`config.mk`:
```
export PLATFORM = sky130hd
export DESIGN_NAME = activation_lut_fetch
export DESIGN_NICKNAME = d
export VERILOG_FILES = /design/src/rtl/activation_lut_fetch.sv
export SDC_FILE = /design/constraint.sdc
export NUM_CORES = 1
export LEC_CHECK = 0
export ABC_AREA = 0
export BUFFER_PORTS_ARGS = -buffer_cell sky130_fd_sc_hd__buf_4
export CAP_MARGIN = 20
export CELL_PAD_IN_SITES_DETAIL_PLACEMENT = 1
export CELL_PAD_IN_SITES_GLOBAL_PLACEMENT = 2
export CORE_MARGIN = 2
export CORE_UTILIZATION = 30
export CTS_BUF_LIST = sky130_fd_sc_hd__clkbuf_16
export CTS_CLUSTER_DIAMETER = 100
export CTS_CLUSTER_SIZE = 28
export DETAILED_ROUTE_END_ITERATION = 8
export PLACE_DENSITY_LB_ADDON = 0.15
export SETUP_SLACK_MARGIN = 0.2
export SYNTH_ARGS = -nofsm -noshare
export SYNTH_HDL_FRONTEND = slang
export SYNTH_SLANG_ARGS = --single-unit
```
`constraint.sdc`:
```
create_clock -name clk -period 3.1 [get_ports clk]
set_input_delay 0.62 -clock clk [delete_from_list [all_inputs] [get_ports clk]]
set_output_delay 0.62 -clock clk [all_outputs]
set_load 0.01 [all_outputs]
```
`src/rtl/activation_lut_fetch.sv`:
```
// activation_lut_fetch
//   Feeds the activation-function interpolator. It accepts one signed
//   fixed-point pre-activation x, splits x into a table index and a fractional
//   remainder, and reads the two bracketing samples from a sync-read ROM. It
//   then presents base, next__data, change and remaining under a valid/ready
//   handshake. Only one transaction is in flight at a time.
//
//   state      | meaning
//   -----------+---------------------------------------------------------
//   IDLE       | in_ready high, waiting for in_valid
//   FETCH_BASE | ROM read at idx
//   FETCH_NEXT | ROM read at idx+1, base sample captured
//   CAPTURE    | next sample, change and remaining captured
//   OUT        | out_valid high, bundle held until out_ready
//
// Ports
//   clk        clock, rising edge
//   rst        synchronous active-high reset
//   x_in       signed pre-activation (QI.FRAC_W), sampled on accept
//   in_valid   x_in valid
//   in_ready   block idle and able to accept
//   rom_en     ROM read enable
//   rom_addr   ROM read address
//   rom_data   ROM sample, one cycle after rom_en/rom_addr
//   base       sample at idx
//   next__data sample at idx+1
//   change     next__data - base, wrapping
//   remaining  fractional bits of x, zero-extended
//   out_valid  output bundle valid
//   out_ready  consumer accepts bundle
module activation_lut_fetch #(
    parameter int DATA_W = 8,
    parameter int FRAC_W = 4,
    parameter int ADDR_W = 5
) (
    input  logic              clk,
    input  logic              rst,
    input  logic [DATA_W-1:0] x_in,
    input  logic              in_valid,
    output logic              in_ready,
    output logic              rom_en,
    output logic [ADDR_W-1:0] rom_addr,
    input  logic [DATA_W-1:0] rom_data,
    output logic [DATA_W-1:0] base,
    output logic [DATA_W-1:0] next__data,
    output logic [DATA_W-1:0] change,
    output logic [DATA_W-1:0] remaining,
    output logic              out_valid,
    input  logic              out_ready
);

    localparam int IDX_W = DATA_W - FRAC_W;

    localparam logic [2:0] S_IDLE       = 3'd0;
    localparam logic [2:0] S_FETCH_BASE = 3'd1;
    localparam logic [2:0] S_FETCH_NEXT = 3'd2;
    localparam logic [2:0] S_CAPTURE    = 3'd3;
    localparam logic [2:0] S_OUT        = 3'd4;

    logic [2:0]        state;
    logic [DATA_W-1:0] x_reg;
    logic [ADDR_W-1:0] idx;

    // Inverting the sign bit turns the signed integer part into offset
    // binary, so the most negative x lands on address 0.
    assign idx = {{(ADDR_W-IDX_W){1'b0}}, ~x_reg[DATA_W-1], x_reg[DATA_W-2:FRAC_W]};

    always_comb begin
        in_ready  = (state == S_IDLE);
        out_valid = (state == S_OUT);
        rom_en    = 1'b0;
        rom_addr  = '0;
        case (state)
            S_FETCH_BASE: begin
                rom_en   = 1'b1;
                rom_addr = idx;
            end
            S_FETCH_NEXT: begin
                rom_en   = 1'b1;
                // Top bin reads address 2**IDX_W; the table carries that
                // extra entry, so no clamp is needed.
                rom_addr = idx + ADDR_W'(1);
            end
            default: begin
                rom_en   = 1'b0;
                rom_addr = '0;
            end
        endcase
    end

    always_ff @(posedge clk) begin
        if (rst) begin
            state      <= S_IDLE;
            x_reg      <= '0;
            base       <= '0;
            next__data <= '0;
            change     <= '0;
            remaining  <= '0;
        end else begin
            case (state)
                S_IDLE: begin
                    if (in_valid) begin
                        x_reg <= x_in;
                        state <= S_FETCH_BASE;
                    end
                end
                S_FETCH_BASE: begin
                    state <= S_FETCH_NEXT;
                end
                S_FETCH_NEXT: begin
                    base  <= rom_data;
                    state <= S_CAPTURE;
                end
                S_CAPTURE: begin
                    next__data <= rom_data;
                    change     <= rom_data - base;
                    remaining  <= {{(DATA_W-FRAC_W){1'b0}}, x_reg[FRAC_W-1:0]};
                    state      <= S_OUT;
                end
                S_OUT: begin
                    if (out_ready) begin
                        state <= S_IDLE;
                    end
                end
                default: begin
                    state <= S_IDLE;
                end
            endcase
        end
    end

endmodule
```
==> results.txt, run 1 <==
The run finished with clean final reports. The floorplan die height came out at 83.2 um. In this run, post-CTS hold repair placed 0 buffers.

The first global-routing pass estimated 8670 um of wire. The post-CTS resize count is 0. The simple-gate portion of the synthesized area came out at 23.8%. The number of buffers on the longest clock path is 2.

The final critical-path required period came out at 2.50 ns. The initialized floorplan defines 28 standard-cell rows. The number of clock buffers added by TritonCTS is 5. STA puts the critical path data arrival time at 1.88 ns. The full die area is 0.00692 mm^2.

The count of endpoints failing hold in the final timing report came to 0. The number of setup buffers added after CTS is 0. The count of cells along the worst register-to-register path came out at 4. IR analysis of the VDD net gives a maximum drop of 219 uV. The final routed wirelength across all metal layers is 5240 um. The measured slew at the worst slew-check pin is 0.718 ns. The total vias in the final route is 1773. Clock tree synthesis found a total of 39 sinks.

Cells with a size suffix above 1 make up 22.3% of the layout. In the final timing run, aggregate negative setup slack is 0 ns. The top fanout value on the critical path came out at 16.

The average wire per standard cell is 14.3 um. Once layout is complete, the utilization of the core stands at 41.2%. Setup repair after global routing left no endpoint under its margin.

The most used flip-flop cell after synthesis is sky130_fd_sc_hd__dfxtp_1. The antenna cell count came out at 0. The clock transition at the registers of the reported paths came out at 0.06 ns. The detailed-placement wirelength estimate came out at 3770 um.

The violation count after the first detailed-routing iteration is 47. The count of nets left with antenna violations once routing finished came out at 0. The power density of the placed cells came out at 529 mW/mm^2. The async set-reset flop share out of synthesis came out at 0%.

The count of unresolved DRC violations after routing is 0. The number of fill cells in the layout is 739. The area share of xor/xnor cells in the synthesized design came out at 1.86%. Setup violations remaining at the end of the flow were counted as 0.

The static leakage power is 1.03 nW. The largest net degree at the start of global routing is 42. Data on the critical path is required at its endpoint by 2.48 ns. By area, the combinational part of the netlist is dominated by simple AND/OR/NAND/NOR gates.

After synthesis, the netlist uses 35 different library cells. The number of storage elements in the synthesis netlist is 39. The final global-route overflow total is 0.

The placer congestion estimate came out at 0.790. TritonCTS built the clock tree. The maximum achievable frequency came out at 400 MHz.

The number of antenna violations at the first check in global routing is 0. The hold-critical path depth came out at 2. Leaving out fill and tap cells, the most frequent cells in the layout are sky130_fd_sc_hd__buf_4 (56), sky130_fd_sc_hd__nand2_1 (55), sky130_fd_sc_hd__a21oi_1 (41), sky130_fd_sc_hd__dfxtp_1 (39), sky130_fd_sc_hd__o21ai_0 (15). The sequential cell area fraction in the yosys report is 41.5%. The number of detailed-routing iterations run before antenna repair came out at 4. The setup path with the least slack is of type flop to output port. The Yosys warning count is 0. The number of instances in the synthesized netlist came out at 242. The via-per-instance ratio is 4.84. Averaged over all synthesized cells, the footprint is 7.77 um^2. The netlist area before placement came out at 0.00188 mm^2. For the worst-skew pair, the clock arrives at the later sink with an insertion delay of 0.28 ns. The initial core utilization is 31.4%. The number of global-route vias before repair is 1734. The post-synthesis to final-layout area growth is 31.2%. The worst setup skew after layout came out at 0.00799 ns.

The endpoint kind of the worst setup timing path is an output port. The I/O pin count is 60. The post-route clock period utilization is 80.6%. Clock tree synthesis selected as its root buffer the cell sky130_fd_sc_hd__clkbuf_16. The area share of fa/ha/maj cells after synthesis is 6.39%. The width of the die is 83.2 um.

In this run the standard cell core region covers 0.00599 mm^2. The number of pins with negative max-slew slack in the final report was 0. The multiplexer fraction of the synthesized cell area is 0%. In this run the tightest slew margin relative to its limit is 52.0%. The H-tree level count is 2. The path class of the tightest hold or removal check is flop to flop. The number of enable flip-flop cells after synthesis came out at 0. Max-cap violations in this run came to 0.

The leading cell type in the layout, fill and taps excluded is sky130_fd_sc_hd__buf_4. Summing the areas of all compound-gate instances in the mapped netlist gives 18.6% of the synthesized area. The number of buffers inserted by port buffering came out at 55. The number of nets in the layout came out at 319. The combined global-route utilization of all metal layers is 15.4%. The worst setup path is launched from a flop.
-- path summary, 6_finish.rpt --
kind | to | from | slack [ns]
setup reg to reg | base[1] | state[1] | 1.17
setup / recovery | rom_addr[2] | state[0] | 0.60
hold / removal | remaining[0] | x_reg[0] | 0.45
hold reg to reg | remaining[0] | x_reg[0] | 0.45
-- area by class of cell --
class	instances	area (um^2)	share of cell area, %
multi-input cells	177	967	39.2
flip-flops and latches	39	781	31.6
repair buffers	56	420	17.0
clock buffers	5	125	5.07
well taps	75	93.8	3.80
inverters	11	41.3	1.67
clock inverters	3	38.8	1.57
-- where the power goes --
| part | leakage, nW | internal [mW] | total [mW] | switching, mW |
|---|---|---|---|---|
| Clock | 0.0812 | 0.375 | 0.575 | 0.200 |
| Sequential | 0.317 | 0.522 | 0.543 | 0.0208 |
| Combinational | 0.629 | 0.0811 | 0.187 | 0.106 |
| Total | 1.03 | 0.978 | 1.30 | 0.326 |
-- per-stage QoR --
stage          setup slack, ns  cells  cell area [um^2]  hold WS (ns)  power [mW]
5_1_grt                  0.406    366              2470         0.476        1.37
3_3_place_gp             0.918    358              2300         0.446       0.743
3_5_place_dp             0.883    358              2300         0.450       0.744
4_1_cts                  0.565    366              2470         0.459        1.33
6_report                 0.601    366              2470         0.452        1.30
2_1_floorplan             1.15    245              1890         0.432       0.667
-- critical path, cell delays in order (launching register included) --
cell and delay, ns:
sky130_fd_sc_hd__dfxtp_1 0.49, sky130_fd_sc_hd__nand2b_1 0.54, sky130_fd_sc_hd__o21ai_0 0.17, sky130_fd_sc_hd__a21oi_1 0.17, sky130_fd_sc_hd__nor2_1 0.05, sky130_fd_sc_hd__buf_4 0.17
-- cells in the mapped netlist, types with 3 or more instances --
| cell type | count | area (um^2) |
|---|---|---|
| sky130_fd_sc_hd__ha_1 | 8 | 100 |
| sky130_fd_sc_hd__xnor2_1 | 3 | 26.3 |
| sky130_fd_sc_hd__o21ai_0 | 15 | 75.1 |
| sky130_fd_sc_hd__dfxtp_1 | 39 | 781 |
| sky130_fd_sc_hd__buf_4 | 9 | 67.6 |
| sky130_fd_sc_hd__nand3_1 | 8 | 40.0 |
| sky130_fd_sc_hd__or3_1 | 3 | 18.8 |
| sky130_fd_sc_hd__inv_1 | 11 | 41.3 |
| sky130_fd_sc_hd__nor2_1 | 10 | 37.5 |
| sky130_fd_sc_hd__nand2b_1 | 3 | 18.8 |
| sky130_fd_sc_hd__nand2_1 | 55 | 206 |
| sky130_fd_sc_hd__clkbuf_1 | 6 | 22.5 |
| sky130_fd_sc_hd__a21oi_1 | 41 | 205 |
| sky130_fd_sc_hd__a211oi_1 | 4 | 30.0 |
-- logic make-up (layout without fill, tap and decap cells) --
family | after synthesis | after routing
other cells | 1 | 4
xor+xnor | 4 | 4
flops | 39 | 39
buf+inv | 29 | 75
simple gates | 95 | 95
compound gates | 65 | 65
fa+ha+maj | 9 | 9
-- per-layer routing --
metal / track usage, % / up-vias / wire length (um)
met1: 20.4 / 825 / 2450
met3: 4.47 / 6 / 269
met2: 24.1 / 38 / 2450
li1: - / 904 / -
met4: 4.92 / 0 / 68
met5: 0 / - / 0
No activity file was read; power rests on OpenSTA's default activity.
==> run 2, diff against run 1 <==
- ABC_AREA: 0 -> 1
- CORE_UTILIZATION: 30 -> 25
- clock period: 3.1 -> 2.15 ns (I/O delays scaled with it)
==> results.txt, run 2 <==
The flow ran to the end, and the final reports show no timing, DRC or antenna violations. The maximum achievable frequency is 562 MHz. The post-CTS setup buffer count is 0 (unchanged). The async set-reset flop share out of synthesis was 0% (unchanged).

The most critical setup path has its endpoint at rom_en. The worst path uses 82.8% of the clock period. The critical path startpoint is state[0]. TritonCTS built the clock tree. Of all cell types, the one taking the most synthesized area is sky130_fd_sc_hd__dfxtp_1. The placer congestion estimate came to 0.700 (-11%). The final critical-path required period came out at 1.78 ns. The combined global-route utilization of all metal layers came out at 13.2% (-2.1 points). The tightest min-delay check is of the input port to flop type. The most used flip-flop cell after synthesis is sky130_fd_sc_hd__dfxtp_1.

The worst setup path is of the flop to output port kind. The critical path buffer and inverter count came out at 2 (+1). The clock transition at the registers of the reported paths came out at 0.06 ns (about the same).

The total placed cells including tap cells is 397 (+11%). Among all cell types in the netlist, the one instantiated most often is sky130_fd_sc_hd__nor2_1. The CTS root buffer is sky130_fd_sc_hd__clkbuf_16. The cell repeated most along the worst path is sky130_fd_sc_hd__buf_4. The count of endpoints failing hold in the final timing report is 0 (unchanged). The post-route worst hold slack came out at 0.407 ns (-0.0451 ns).

The remaining antenna violation count came out at 0 (unchanged). The final core utilization is 34.8% (-6.3 points). The average wire per standard cell came out at 12.8 um (-11%).

The part of the power in combinational logic was 20.8% (+6.5 points). The number of sinks handled by clock tree synthesis came out at 39 (unchanged). The number of storage elements in the synthesis netlist was 39 (unchanged).

The top fanout value on the critical path is 15 (-1). The ratio of cells with drive above 1 in the final layout is 27.2% (+4.9 points). The core outline area is 0.00729 mm^2 (+22%). The total vias in the final route was 1730 (-2.4%). The number of buffers on the longest clock path came to 2 (unchanged).

The fraction of post-synthesis cell area in the top cell type by area is 41.4% (-0.17 points). The critical path's largest stage delay is 0.42 ns (-0.12 ns). The worst setup path is captured at an output port. The setup slack after layout is 0.370 ns (-0.230 ns). The power density of the placed cells came out at 742 mW/mm^2 (+40%). The Yosys warning count came to 0 (unchanged). The number of global-route vias before repair came out at 1878 (+8.3%). The count of unique library cells instantiated by Yosys is 33 (-5.7%). The via-per-instance ratio is 4.28 (-12%).

The worst setup path is launched from a flop. The global-route wire length before repair came out at 8950 um (+3.3%). The final global-route overflow total came out at 0 (unchanged).

The share of power burned in registers came out at 42.4% (+0.8 points). The violation count after the first detailed-routing iteration came out at 46 (-2.1%). The post-synthesis to final-layout area growth is 34.6%. The I/O pin count was 60 (unchanged). The static leakage power came out at 1.16 nW (+13%). Ranked by total cell area, the synthesized netlist is headed by sky130_fd_sc_hd__dfxtp_1 (41%), sky130_fd_sc_hd__nor2_1 (8.0%), sky130_fd_sc_hd__o21ai_0 (7.4%). The floorplan die height is 90.9 um (+9.3%). The aggregate negative setup slack came out at 0 ns (unchanged). The number of failing setup endpoints in the final timing report is 0 (unchanged).

The antenna cell count is 0 (unchanged). The largest individual stage delay along the critical path comes from the cell sky130_fd_sc_hd__dfxtp_1. The number of pins with negative max-slew slack in the final report is 0 (unchanged). The post-synthesis average cell area is 7.58 um^2 (-2.4%).

The leading cell type in the layout, fill and taps excluded is sky130_fd_sc_hd__buf_4. Setup repair after global routing left no endpoint under its margin. The met3 track demand over resource in global routing is 3.17% (-1.3 points).

The number of detailed-routing iterations run before antenna repair was 3 (-1). The met2 track demand over resource came out at 20.3% (-3.8 points). The critical path goes through nor2_4 -> nand2_2 -> buf_4 -> nand2_1 -> buf_4. The portion of total power attributed to the clock network came to 36.8% (-7.3 points). The number of instances in the synthesized netlist was 249 (+2.9%). The detailed-placement wirelength estimate is 3930 um (+4.4%). The width of the die came out at 90.9 um (+9.3%).

The clock insertion delay at the later pin of the skew report was 0.28 ns (about the same). The number of buffers inserted by port buffering was 55 (unchanged). The library cells used most frequently in the layout, excluding fill and tap cells, are sky130_fd_sc_hd__buf_4 (57), sky130_fd_sc_hd__nor2_1 (40), sky130_fd_sc_hd__dfxtp_1 (39). The path length in cells of the critical path is 5 (unchanged). The initial core utilization was 25.9% (-5.5 points). The cell row count is 31 (+11%). The number of enable flip-flop cells after synthesis is 0 (unchanged). The data required time at the worst endpoint came out at 1.72 ns (-0.76 ns). The number of nets in the layout came to 334 (+4.7%). The final routed wirelength across all metal layers is 5150 um (-1.6%).

The full die area is 0.00826 mm^2 (+19%). The worst setup skew after layout was 0.00349 ns (-0.00450 ns). The family with the most delay on the worst path is flip-flops. In this run the critical register-to-register path is captured at change[6]. The internal power is 1.36 mW (+39%). The sequential cell area fraction in the yosys report is 41.4% (-0.17 points). The switching part of the total was 28.0% (+3.0 points). The global-route track usage on met1 came out at 18.5% (-1.8 points). The arrival time reported for the critical path endpoint is 1.35 ns (-0.53 ns). The largest net degree at the start of global routing is 21 (-50%). The worst setup timing slack at the placement stage came out at 0.253 ns (-0.631 ns). The H-tree level count is 2 (unchanged). In this run the critical register-to-register path is launched from base[0]. The count of unresolved DRC violations after routing came out at 0 (unchanged). The number of cells in the finished layout apart from fillers is 404 (+10%). The maximum ir drop on the vdd rail is 284 uV (+29%).

The netlist area before placement was 0.00189 mm^2 (+0.40%). The number of antenna violations at the first check in global routing came out at 0 (unchanged). The number of buffers added by the clock tree synthesis step is 5 (unchanged).

met2 is the most crowded layer. The max capacitance violation total was 0 (unchanged). The worst reg-to-reg setup slack was 0.57 ns (-0.60 ns). The switching power total came to 528 uW (+62%).

The count of cells along the worst register-to-register path came to 11 (+7). The commonest cells after synthesis are sky130_fd_sc_hd__nor2_1 (40), sky130_fd_sc_hd__dfxtp_1 (39), sky130_fd_sc_hd__inv_1 (29).
[run 2: tightest hold or removal path, cell delays in order]
cell	delay, ns
sky130_fd_sc_hd__buf_4	0.08
sky130_fd_sc_hd__o21ai_2	0.05
sky130_fd_sc_hd__a21oi_2	0.08
[run 2: repair_timing]
action / 4_1_cts / 5_1_grt
gates resized for setup: 0 / 2
hold buffers: 0 / 0
endpoints found under the setup margin: 0 / 3
[run 2: layer usage]
layer / share of wire [%] / up-vias / wire, um
met3: 4.3 / 5 / 224
li1: - / 906 / -
met2: 43 / 41 / 2240
met1: 51 / 778 / 2630
met5: 0 / - / 0
met4: 1.1 / 0 / 57
[run 2: logic make-up after synthesis]
group | share of synthesized area (%)
buffers and inverters | 11.3
xor gates and xnor gates | 1.86
AOI/OAI and AO/OA | 18.4
DFF | 41.4
other | 0.199
adders and majority gates | 6.36
and+or+nand+nor | 20.5
[run 2: worst min path at each step]
stage / start / to / slack [ns] / depth (start not counted)
final: x_in[7] / x_reg[7] / 0.41 / 3
after CTS: x_in[7] / x_reg[7] / 0.40 / 3
after detailed placement: x_reg[3] / x_reg[3] / 0.46 / 2
after floorplan: x_reg[3] / x_reg[3] / 0.43 / 2
after global routing: x_in[7] / x_reg[7] / 0.41 / 3
after global placement: x_reg[3] / x_reg[3] / 0.45 / 2
[run 2: area by class of cell]
| class | instances | area (um^2) |
|---|---|---|
| Clock buffer | 5 | 125 |
| Clock inverter | 2 | 8.76 |
| Fill cell | 928 | 4750 |
| Inverter | 32 | 124 |
| Multi-Input combinational cell | 168 | 911 |
| Sequential cell | 39 | 781 |
| Tap cell | 99 | 124 |
| Timing Repair Buffer | 59 | 468 |
[run 2: power by group through the flow]
stage	Clock [mW]	Sequential (mW)	Combinational, mW
5_1_grt	0.747	0.806	0.452
2_1_floorplan	0	0.821	0.238
3_3_place_gp	0	0.815	0.395
3_5_place_dp	0	0.815	0.399
4_1_cts	0.731	0.800	0.402
6_report	0.694	0.800	0.392
[run 2: per-stage QoR]
step                      area [um^2]  total power, mW
after floorplan                  1900             1.06
after global placement           2400             1.21
after detailed placement         2400             1.21
after CTS                        2540             1.93
after global routing             2540             2.01
final                            2540             1.89
